==> src/rtl/pc_sel_unit_if.sv <==
// Bus between the PC unit and its controller: write enable, source select, sources,
// interrupt inputs, and the PC, MEPC and status outputs. Signal prefixes are from the unit's view.
interface pc_sel_unit_if #(
    parameter int WIDTH = 32,
    parameter int NSRC  = 6
);
    logic                   i_pcWe;
    logic [3:0]             i_pcSel;
    logic [NSRC*WIDTH-1:0]  i_dSrc;
    logic                   i_intr;
    logic [WIDTH-1:0]       i_mtvec;
    logic [WIDTH-1:0]       o_pc;
    logic [WIDTH-1:0]       o_pcPlus4;
    logic [WIDTH-1:0]       o_mepc;
    logic                   o_intrTaken;
    logic                   o_selErr;
    logic                   o_misalign;

    modport master (
        output i_pcWe, i_pcSel, i_dSrc, i_intr, i_mtvec,
        input  o_pc, o_pcPlus4, o_mepc, o_intrTaken, o_selErr, o_misalign
    );

    modport slave (
        input  i_pcWe, i_pcSel, i_dSrc, i_intr, i_mtvec,
        output o_pc, o_pcPlus4, o_mepc, o_intrTaken, o_selErr, o_misalign
    );
endinterface

==> src/rtl/pc_sel_unit.sv <==
// PC unit: N-way next-PC select, PC register, PC+4, interrupt redirect with MEPC capture.
// Optional macro PC_ALIGN_CHECK_EN suppresses non-interrupt loads to targets with bits [1:0] != 0.
module pc_sel_unit #(
    parameter int               WIDTH   = 32,
    parameter int               NSRC    = 6,
    parameter logic [WIDTH-1:0] RST_VEC = '0
) (
    input logic          i_clk,
    input logic          i_rst,
    pc_sel_unit_if.slave bus
);
    typedef enum logic {IDLE = 1'b0, PEND = 1'b1} pendState_t;

    localparam logic [4:0] NSRC_L = 5'(NSRC);

    pendState_t       r_pend;
    logic [WIDTH-1:0] r_pc;
    logic [WIDTH-1:0] r_mepc;
    logic             r_intrQ;
    logic             r_intrTaken;
    logic             r_selErr;

    logic [WIDTH-1:0] w_pcPlus4;
    logic [WIDTH-1:0] w_cand;
    logic             w_selLegal;
    logic             w_intrRise;
    logic             w_take;
    logic             w_targetBad;
    logic             w_unusedSlot0;

    assign w_pcPlus4     = r_pc + {{(WIDTH-3){1'b0}}, 3'd4};
    assign w_selLegal    = ({1'b0, bus.i_pcSel} < NSRC_L);
    assign w_intrRise    = bus.i_intr & ~r_intrQ;
    assign w_take        = bus.i_pcWe & (r_pend == PEND);
    assign w_unusedSlot0 = ^bus.i_dSrc[WIDTH-1:0];

    // Slot 0 of the flattened source bus is replaced by the internal incrementer.
    always_comb begin
        w_cand = w_pcPlus4;
        for (int k = 1; k < NSRC; k++) begin
            if (bus.i_pcSel == 4'(k)) begin
                w_cand = bus.i_dSrc[k*WIDTH +: WIDTH];
            end
        end
    end

    always_ff @(posedge i_clk or posedge i_rst) begin
        if (i_rst) begin
            r_pc        <= RST_VEC;
            r_mepc      <= '0;
            r_pend      <= IDLE;
            r_intrQ     <= 1'b0;
            r_intrTaken <= 1'b0;
            r_selErr    <= 1'b0;
        end else begin
            r_intrQ     <= bus.i_intr;
            r_intrTaken <= w_take;
            // A fresh edge in the take cycle keeps the interrupt pending.
            if (w_intrRise) begin
                r_pend <= PEND;
            end else if (w_take) begin
                r_pend <= IDLE;
            end
            if (bus.i_pcWe) begin
                if (!w_selLegal) begin
                    r_selErr <= 1'b1;
                end
                if (w_take) begin
                    r_pc   <= bus.i_mtvec;
                    r_mepc <= w_selLegal ? w_cand : w_pcPlus4;
                end else if (w_selLegal && !w_targetBad) begin
                    r_pc <= w_cand;
                end
            end
        end
    end

`ifdef PC_ALIGN_CHECK_EN
    logic r_misalign;

    assign w_targetBad = |w_cand[1:0];

    always_ff @(posedge i_clk or posedge i_rst) begin
        if (i_rst) begin
            r_misalign <= 1'b0;
        end else if (bus.i_pcWe && !w_take && w_selLegal && w_targetBad) begin
            r_misalign <= 1'b1;
        end
    end

    assign bus.o_misalign = r_misalign;
`else
    assign w_targetBad    = 1'b0;
    assign bus.o_misalign = 1'b0;
`endif

    assign bus.o_pc        = r_pc;
    assign bus.o_pcPlus4   = w_pcPlus4;
    assign bus.o_mepc      = r_mepc;
    assign bus.o_intrTaken = r_intrTaken;
    assign bus.o_selErr    = r_selErr;
endmodule

==> src/flat_wrapper.sv <==
// flat-port wrapper written by rule: the top's interface ports become plain ports
module pc_sel_unit_flat 
#(
    parameter int               WIDTH   = 32,
    parameter int               NSRC    = 6,
    parameter logic [WIDTH-1:0] RST_VEC = '0
)
  (i_clk, i_rst, bus_i_pcWe, bus_i_pcSel, bus_i_dSrc, bus_i_intr, bus_i_mtvec, bus_o_pc, bus_o_pcPlus4, bus_o_mepc, bus_o_intrTaken, bus_o_selErr, bus_o_misalign);
  pc_sel_unit_if #(.WIDTH(WIDTH), .NSRC(NSRC)) bus_i ();
  input logic i_clk;
  input logic i_rst;
  input wire logic [$bits(bus_i.i_pcWe)-1:0] bus_i_pcWe;
  input wire logic [$bits(bus_i.i_pcSel)-1:0] bus_i_pcSel;
  input wire logic [$bits(bus_i.i_dSrc)-1:0] bus_i_dSrc;
  input wire logic [$bits(bus_i.i_intr)-1:0] bus_i_intr;
  input wire logic [$bits(bus_i.i_mtvec)-1:0] bus_i_mtvec;
  output wire logic [$bits(bus_i.o_pc)-1:0] bus_o_pc;
  output wire logic [$bits(bus_i.o_pcPlus4)-1:0] bus_o_pcPlus4;
  output wire logic [$bits(bus_i.o_mepc)-1:0] bus_o_mepc;
  output wire logic [$bits(bus_i.o_intrTaken)-1:0] bus_o_intrTaken;
  output wire logic [$bits(bus_i.o_selErr)-1:0] bus_o_selErr;
  output wire logic [$bits(bus_i.o_misalign)-1:0] bus_o_misalign;
  assign bus_i.i_pcWe = bus_i_pcWe;
  assign bus_i.i_pcSel = bus_i_pcSel;
  assign bus_i.i_dSrc = bus_i_dSrc;
  assign bus_i.i_intr = bus_i_intr;
  assign bus_i.i_mtvec = bus_i_mtvec;
  assign bus_o_pc = bus_i.o_pc;
  assign bus_o_pcPlus4 = bus_i.o_pcPlus4;
  assign bus_o_mepc = bus_i.o_mepc;
  assign bus_o_intrTaken = bus_i.o_intrTaken;
  assign bus_o_selErr = bus_i.o_selErr;
  assign bus_o_misalign = bus_i.o_misalign;
  pc_sel_unit #(.WIDTH(WIDTH), .NSRC(NSRC), .RST_VEC(RST_VEC)) u_core (.i_clk(i_clk), .i_rst(i_rst), .bus(bus_i));
endmodule
==> config.mk <==
export PLATFORM = sky130hd
export DESIGN_NAME = pc_sel_unit_flat
export DESIGN_NICKNAME = d
export VERILOG_FILES = /design/src/rtl/pc_sel_unit_if.sv /design/src/rtl/pc_sel_unit.sv /design/src/flat_wrapper.sv
export SDC_FILE = /design/constraint.sdc
export NUM_CORES = 1
export LEC_CHECK = 0
export BUFFER_PORTS_ARGS = -buffer_cell sky130_fd_sc_hd__buf_4
export CAP_MARGIN = 20
export CELL_PAD_IN_SITES_DETAIL_PLACEMENT = 0
export CELL_PAD_IN_SITES_GLOBAL_PLACEMENT = 2
export CORE_MARGIN = 5
export CORE_UTILIZATION = 25
export DETAILED_ROUTE_END_ITERATION = 10
export PLACE_DENSITY = 0.95
export SYNTH_ARGS = -nofsm -noshare
export SYNTH_HDL_FRONTEND = slang
export SYNTH_SLANG_ARGS = --single-unit
==> constraint.sdc <==
create_clock -name i_clk -period 5.1 [get_ports i_clk]
set_clock_uncertainty 0.15 [all_clocks]
set_input_delay 0.765 -clock i_clk [delete_from_list [all_inputs] [get_ports i_clk]]
set_output_delay 0.765 -clock i_clk [all_outputs]
set_load 0.02 [all_outputs]
==> impl_metrics.ini, run 1 <==
[run_status]
status = completed

[setup_path]
slowest_stage = nor4_1
critPathLaunchType = flip-flop
cp-end-kind = output port
crit_required_ps = 4180
crit_fanout = 6
cp_data_arrival_time_ps = 2940
critPathMaxStageDelay_ps = 850
worstSetupPathType = flip-flop to output port
path_cells = ha_1 -> nand3_1 -> nor4_1 -> or3b_2 -> nand2_1 -> buf_4

[die]
start_util = 0.254
die_area_sq_um = 25200
die_h_microns = 159
fp-row-count = 54
ios = 331
core_area_sq_um = 21800
die_w_microns = 159

[synth]
synth_ff_type = dfrtp_1
syn_avg_cell_area_sq_um = 8.07
ys_ff_latch = 68
synth-seq-area-share = 0.308
yosysTopAreaCellShare = 0.308
synth_nets = 917
synth_edf_count = 0
postSynthCellCount = 684
synth_largest_area_cell = dfrtp_1
synthArstFlopShare = 1.00
synth.distinct_cells = 76
yosys_warnings = 0
netlist_area_sq_um = 5520
netlist_top_cells_area = dfrtp_1, mux2i_1, o21ai_0, a21oi_1, nand2_1

[power_and_ir_drop]
power_density_nw_per_um2 = 315
peakVddDrop_v = 0.000156
p_leak_nw = 3.67

[clock_tree]
post-cts-setup-buffer-count = 0
clkTransAtPathRegs_ps = 60
cts_made_buffers = 9
h-tree-depth = 3
cts-root-buf = clkbuf_16
cts_resized = 0
tritoncts = done
postCtsHoldBufs = 0
cts.sinks = 68
clk_latency_ps = 350
clockBufferDepth = 2

[sta]
rsz0062_at_grt = false
worst_pin_slew_ps = 977
tns_ps = 0
max_freq_mhz = 259
drv_slew = 0
hold_violations = 0
fin_crit_sh = 0.756
min_period_ps = 3850
relSlewSlack = 0.348
setup_violations = 0

[grt]
grt_usage = 0.230
grt_pass1_vias = 6697
grt_pass1_wl_mm = 42.8
grt_max_degree = 69
antenna_found_initial = 0
grt_overflow_total = 0

[drt]
num_vias = 6820
wl_mm = 30.6
drc = 0
drtIter0Drc = 618
dr.pass1.iters = 5
via_per_inst = 5.47
wl_per_cell_microns = 24.5
postRouteAntennaNets = 0

[placed_design]
place_congestion = 0.856
dp_hpwl_mm = 23.7
place_area_sq_um = 8000
port_buffers = 297

[finish]
nFillCells = 2377
layout-drive-gt1-share = 0.380
multi_input_area_sq_um = 3480
syn_to_final_growth_pct = 49.8
final_cell_mix = buf_4, nand2_1, dfrtp_1
stdcell_area_sq_um = 8270
final_net_count = 1193
final_common_cell = buf_4
ff_latch_area_sq_um = 1700

[flow_run]
cap_violations = 0

[min_path]
hold_path.class = flip-flop to flip-flop
## critical path, delay by kind of cell, from the launching register on
family                   cells  cell delay, ps
AND/OR/NAND/NOR              4            1720
flip-flops                   1             460
buffers and inverters        1             150
adder cells (fa/ha/maj)      1             260
## metrics by stage
stage	power, mW	std cells	hold slack, ps	setup WS, ps	util
after CTS	2.62	1245	285	1290	0.380
final	2.61	1246	283	1250	0.380
after detailed placement	2.02	1229	278	1660	0.368
after global placement	2.01	1229	253	1680	0.368
after global routing	2.74	1245	293	1210	0.380
after floorplan	1.41	684	249	2190	-
## worst paths after layout
check	startpoint	to	slack (ps)	depth (start not counted)
max	u_core.bus.o_pc[2]$_DFFE_PP0P_	bus_o_pcPlus4[20]	1250	6
min	u_core.r_intrQ$_DFF_PP0_	u_core.r_pend$_DFFE_PP0P_	280	1
max reg2reg	u_core.bus.o_pc[4]$_DFFE_PP0P_	u_core.bus.o_pc[15]$_DFFE_PP0P_	2070	6
min reg2reg	u_core.r_intrQ$_DFF_PP0_	u_core.r_pend$_DFFE_PP0P_	280	1
max in group asynchronous	i_rst	u_core.bus.o_mepc[17]$_DFFE_PP0P_	3590	3
min in group asynchronous	i_rst	u_core.bus.o_mepc[7]$_DFFE_PP0P_	560	3
## synth_stat cells, types with 5 or more instances
library cell and number:
o211ai_1 7, o21a_1 5, o21ai_0 61, a211oi_1 11
o31ai_1 9, nor2_1 45, dfrtp_1 68, o221ai_1 7
nor3_1 16, buf_1 7, o22ai_1 33, nor4_1 6
buf_2 9, nand2_1 70, a22oi_1 13, inv_1 18
xnor2_1 19, mux2i_1 32, xor2_1 6, a221oi_1 5
nand4_1 11, nor2b_1 9, mux2_2 12, a21oi_1 59
nand2b_1 8, clkbuf_1 27, nand3_1 15
## sequential cells by signal (all words and copies together), names as in the netlist
name                    count
u_core.bus.o_intrTaken      1
u_core.bus.o_pc            32
u_core.bus.o_selErr         1
u_core.r_intrQ              1
u_core.bus.o_mepc          32
u_core.r_pend               1
## logic make-up after synthesis
logic type                 synth area share
AOI/OAI and AO/OA                     0.313
and+or+nand+nor                       0.190
buffers and inverters                0.0635
DFF                                   0.308
muxes                                0.0825
xor gates and xnor gates             0.0397
adders and majority gates           0.00227
other                              0.000679
## report_power, final
part	internal [mW]	switching, mW	leakage [nW]
clock	0.339	0.257	0.135
sequential	0.656	0.135	0.785
combinational	0.518	0.699	2.75
## cell type report
class / instances / area share
clock inverters: 5 / 0.00333
flip-flops and latches: 68 / 0.206
clock buffers: 11 / 0.0293
inverters: 21 / 0.00953
well taps: 280 / 0.0424
multi-input cells: 542 / 0.421
repair buffers: 318 / 0.289
diodes: 1 / 0.000303
## routing by layer
layer / global-route usage / part of all wire / vias to the layer above
met5: 0 / 0 / -
met4: 0.0723 / 0.023 / 0
met3: 0.0476 / 0.086 / 42
met2: 0.363 / 0.46 / 314
met1: 0.317 / 0.43 / 3323
li1: - / - / 3141
Power figures use the tool's default switching activity.
==> inputs of run 2 (changes only) <==
ABC_AREA = 1   (was default)
CORE_UTILIZATION = 21   (was 25)
PLACE_DENSITY = 0.9   (was 0.95)
clock period = 3.56 ns   (was 5.1 ns; I/O delays follow)
==> impl_metrics.ini, run 2 <==
[clock_tree]
clockBufferDepth = 2
postCtsHoldBufs = 0
h-tree-depth = 3
cts_made_buffers = 9
tritoncts = done
clkTransAtPathRegs_ps = 60
clk_latency_ps = 340
cts.sinks = 68
cts-root-buf = clkbuf_16
post-cts-setup-buffer-count = 0
cts_resized = 0

[setup_path]
ff2ff_path_depth = 15
cp_data_arrival_time_ps = 2200
timing.reg2reg.setup_slack_ps = 820
path_buf_inv = 1
slowest_stage = dfrtp_1
cp_top_family = simple AND/OR/NAND/NOR gates
crit_fanout = 5
timing.rr.end = u_core.bus.o_pc[14]$_DFFE_PP0P_
reg2reg_from = u_core.bus.o_pc[3]$_DFFE_PP0P_
crit_required_ps = 2880
critPathMaxStageDelay_ps = 500
cp-end-kind = output port
worstSetupPathType = flip-flop to output port
path_cells = ha_1 -> nand2_2 -> nor2_4 -> nand2_2 -> nor2_4 -> xor2_2 -> buf_4
critPathLaunchType = flip-flop

[sta]
relSlewSlack = 0.358
setup_ws_ps = 677
rsz0062_at_grt = false
min_period_ps = 2880
worst_pin_slew_ps = 963
setup_violations = 0
hold_slack_ps = 153
fin_crit_sh = 0.810
max_freq_mhz = 347
drv_slew = 0
tns_ps = 0
hold_violations = 0

[synth]
yosysTopAreaCellShare = 0.287
postSynthCellCount = 983
syn_avg_cell_area_sq_um = 6.03
synth-seq-area-share = 0.287
yosysMostFrequentCell = nand2_1
synthTopCellsByCount = nand2_1, inv_1, nor2_1
synth_largest_area_cell = dfrtp_1
synth.distinct_cells = 38
netlist_area_sq_um = 5920
netlist_top_cells_area = dfrtp_1, nand2_1, o21ai_0, nand3_1, inv_1
yosys_warnings = 0
synth_edf_count = 0
synthArstFlopShare = 1.00
ys_ff_latch = 68
synth_ff_type = dfrtp_1
synth_nets = 1216

[drt]
wl_mm = 31.5
wl_per_cell_microns = 19.2
via_per_inst = 4.35
drc = 0
dr.pass1.iters = 5
num_vias = 7137
postRouteAntennaNets = 0
drtIter0Drc = 393

[finish]
syn_to_final_growth_pct = 48.8
finalNonFillerCells = 1639
layout-drive-gt1-share = 0.320
stdcell_area_sq_um = 8820
nFillCells = 3166
antennaDiodeCount = 0
final_cell_mix = nand2_1, buf_4, inv_1
final_net_count = 1489
final_common_cell = nand2_1

[grt]
grt_usage = 0.195
grt_overflow_total = 0
grt_max_degree = 69
grt_pass1_wl_mm = 45.6
grt_pass1_vias = 7109
antenna_found_initial = 0

[min_path]
hp-start = bus_i_intr
hold_path.class = input port to flip-flop
min_path_cells = 1
worstHoldEndpoint = u_core.r_intrQ$_DFF_PP0_

[power_and_ir_drop]
power_density_nw_per_um2 = 453
peakVddDrop_v = 0.000268
p_leak_nw = 4.69

[placed_design]
placedCellCount = 1623
port_buffers = 297
place_congestion = 0.870
dp_hpwl_mm = 25.7
place_area_sq_um = 8470
place_ws_ps = 726

[die]
die_area_sq_um = 31700
ios = 331
start_util = 0.213
fp-row-count = 61
core_area_sq_um = 27800
die_h_microns = 178
die_w_microns = 178

[flow_run]
cap_violations = 0

[run_status]
status = completed
==> run 2: changes by cell type in the layout (fill, tap and decap cells not counted), sizes merged, moves of 32 or more <==
cell and delta:
a21oi -45, inv +82, mux2i -32, nand2 +335, nand3 +58, nor2 +50, o21ai +52, o22ai -33
==> run 2: power by group <==
group | switching [mW] | internal, mW | total [mW]
clock | 0.389 | 0.690 | 1.08
combinational | 1.08 | 0.695 | 1.78
sequential | 0.203 | 0.938 | 1.14
total | 1.67 | 2.32 | 4.00
==> run 2: worst max-delay path by stage <==
stage                                    from                          endpoint  depth (start not counted)
2_1_floorplan                           i_rst  u_core.bus.o_intrTaken$_DFF_PP0_                          1
3_3_place_gp                   bus_i_pcSel[0]   u_core.bus.o_pc[14]$_DFFE_PP0P_                         13
3_5_place_dp                   bus_i_pcSel[0]   u_core.bus.o_pc[14]$_DFFE_PP0P_                         11
4_1_cts        u_core.bus.o_pc[3]$_DFFE_PP0P_                 bus_o_pcPlus4[16]                          7
5_1_grt        u_core.bus.o_pc[3]$_DFFE_PP0P_                 bus_o_pcPlus4[16]                          7
6_report       u_core.bus.o_pc[3]$_DFFE_PP0P_                 bus_o_pcPlus4[16]                          7
==> run 2: per-layer routing <==
layer | vias up | global-route usage | part of all wire
met3 | 34 | 0.0260 | 0.054
met5 | - | 0 | 0
met2 | 245 | 0.303 | 0.46
met4 | 0 | 0.0558 | 0.022
li1 | 3604 | - | -
met1 | 3254 | 0.282 | 0.47
==> run 2: kinds of logic (layout without fill, tap and decap cells) <==
logic type      count (synthesis)  after routing  share of synthesized area
xor+xnor                        9              9                     0.0146
compound gates                142            142                      0.129
other cells                     1              1                   0.000633
buf+inv                       151            429                      0.114
fa+ha+maj                       1              1                    0.00211
flops                          68             68                      0.287
simple gates                  611            611                      0.452
==> run 2: per-stage QoR <==
stage	util	power, mW
floorplan	-	2.01
global placement	0.305	2.93
detailed placement	0.305	2.93
CTS	0.317	4.04
global route	0.317	4.25
finish	0.317	4.00
==> run 2: layout make-up <==
cell class	count	area [sq um]	share of cell area
clock buffer	9	225	0.0255
clock inverter	7	124	0.0141
inverter	101	379	0.0430
multi-input combinational	764	3550	0.402
sequential	68	1700	0.193
tap	378	473	0.0536
timing repair buffer	312	2370	0.269
==> inputs of run 3 (changes only) <==
ABC_AREA = 0   (was 1)
PLACE_DENSITY = 0.88   (was 0.9)
clock period = 2.4 ns   (was 3.56 ns; I/O delays follow)
==> impl_metrics.ini, run 3 (synthesis gave the netlist of run 1 again) <==
[setup_path]
cp-end-kind = output port
path_buf_inv = 1
path_depth = 5
ff2ff_path_depth = 9
crit_fanout = 5
cp_top_family = simple AND/OR/NAND/NOR gates
slowest_stage = or4_4
path_cells = nand4_4 -> or4_4 -> o31a_1 -> or2_4 -> buf_6
worstSetupPathType = flip-flop to output port
startpoint = u_core.bus.o_pc[12]$_DFFE_PP0P_
endpoint = bus_o_pcPlus4[24]
cp_data_arrival_time_ps = 2100
critPathMaxStageDelay_ps = 540
timing.reg2reg.setup_slack_ps = -110
crit_required_ps = 1890
timing.rr.end = u_core.bus.o_pc[28]$_DFFE_PP0P_
critPathLaunchType = flip-flop
reg2reg_from = u_core.bus.o_pc[17]$_DFFE_PP0P_

[grt]
grt_pass1_vias = 7056
antenna_found_initial = 4
grt_pass1_wl_mm = 46.2
grt_overflow_total = 0
grt_max_degree = 46
grt_usage = 0.211

[drt]
wl_mm = 34.0
via_per_inst = 5.13
postRouteAntennaNets = 0
drc = 0
dr.pass1.iters = 5
num_vias = 7396
wl_per_cell_microns = 23.6
drtIter0Drc = 655

[min_path]
hold_path.class = input port to flip-flop
min_path_cells = 2

[power_and_ir_drop]
peakVddDrop_v = 0.000356
p_leak_nw = 4.56
p_total_mw = 6.37
power_density_nw_per_um2 = 634

[finish]
finalNonFillerCells = 1443
final_cell_mix = buf_4, nand2_1, dfrtp_1
final_net_count = 1333
nFillCells = 2690
layout-drive-gt1-share = 0.504
syn_to_final_growth_pct = 82.1
final_util = 0.387
final_common_cell = buf_4

[clock_tree]
h-tree-depth = 3
clk_latency_ps = 340
cts_made_buffers = 9
clkTransAtPathRegs_ps = 60
tritoncts = done
clockBufferDepth = 2
cts.sinks = 68
cts-root-buf = clkbuf_16

[placed_design]
placedCellCount = 1382
place_congestion = 0.877
dp_hpwl_mm = 27.2
port_buffers = 297

[run_status]
status = finished with violations
violations = negative setup slack

[sta]
min_period_ps = 2610
worst_pin_slew_ps = 558
drv_slew = 0
hold_slack_ps = 107
setup_ws_ps = -209
relSlewSlack = 0.619
setup_violations = 18
rsz0062_at_grt = true
fin_crit_sh = 1.09
hold_violations = 0
max_freq_mhz = 383

[flow_run]
cap_violations = 0

[die]
core_area_sq_um = 26000
start_util = 0.212
die_area_sq_um = 29600
die_h_microns = 172
die_w_microns = 172
fp-row-count = 59
ios = 331
## run 3: cell types whose count changed in the layout (fill, tap and decap cells not counted), sizes merged, moves of 15 or more
| cell | before | now |
|---|---|---|
| a21oi | 17 | 62 |
| buf | 312 | 456 |
| inv | 102 | 20 |
| mux2i | 0 | 32 |
| nand2 | 405 | 70 |
| nand3 | 75 | 17 |
| nor2 | 95 | 45 |
| nor3 | 1 | 16 |
| o21ai | 114 | 62 |
| o22ai | 0 | 33 |
| or2 | 29 | 3 |
| xnor2 | 1 | 19 |
## run 3: repair_timing
action | 4_1_cts | 5_1_grt
gates resized for setup | 49 | 58
pin swaps | 22 | 26
buffers inserted | 19 | 21
setup endpoints to repair | 28 | 39
hold buffers | 2 | 0
hold endpoints to repair | 8 | 0
## run 3: report_power, final
part | internal (mW) | leakage [nW] | total [mW] | switching (mW)
sequential | 1.40 | 0.779 | 1.63 | 0.230
clock | 0.831 | 0.144 | 1.36 | 0.528
combinational | 1.57 | 3.63 | 3.38 | 1.81
## run 3: layout make-up
cell class | instances | area [sq um] | share of cell area
antenna | 3 | 7.51 | 0.000747
clock buffer | 10 | 239 | 0.0238
clock inverter | 6 | 63.8 | 0.00635
inverter | 21 | 78.8 | 0.00784
multi-input combinational | 542 | 3900 | 0.388
sequential | 68 | 1710 | 0.170
tap | 335 | 419 | 0.0417
timing repair buffer | 458 | 3640 | 0.362
## run 3: worst min-delay path by stage
| stage | startpoint | end | slack (ps) |
|---|---|---|---|
| finish | bus_i_mtvec[5] | u_core.bus.o_pc[5]$_DFFE_PP0P_ | 110 |
| CTS | bus_i_mtvec[5] | u_core.bus.o_pc[5]$_DFFE_PP0P_ | 100 |
| floorplan | bus_i_intr | u_core.r_intrQ$_DFF_PP0_ | 240 |
| detailed placement | i_rst | u_core.bus.o_pc[10]$_DFFE_PP0P_ | 180 |
| global placement | i_rst | u_core.bus.o_pc[10]$_DFFE_PP0P_ | 170 |
| global route | bus_i_mtvec[2] | u_core.bus.o_pc[2]$_DFFE_PP0P_ | 110 |
## run 3: worst register-to-register path: stages, from the launching register on
cell	delay, ps
dfrtp_1	400
nand3_4	120
buf_4	180
nor4_4	220
buf_6	180
and4_4	270
buf_4	120
nand2_1	50
a2111oi_0	570
a211oi_1	100
## run 3: per-layer routing
layer	vias to the layer above	wire length, microns	track usage
met5	-	27	0
met3	50	3020	0.0640
met1	3584	14300	0.277
met4	4	885	0.0554
li1	3426	-	-
met2	332	15800	0.340
## run 3: metrics by stage
step           instance area (sq um)  setup TNS (ps)  setup WS, ps
2_1_floorplan                   5550           -42.1         -42.1
3_3_place_gp                    8890            -138         -56.5
3_5_place_dp                    8890            -436         -64.3
4_1_cts                         9590           -2400          -233
5_1_grt                        10000           -3900          -290
6_report                       10100           -1880          -209
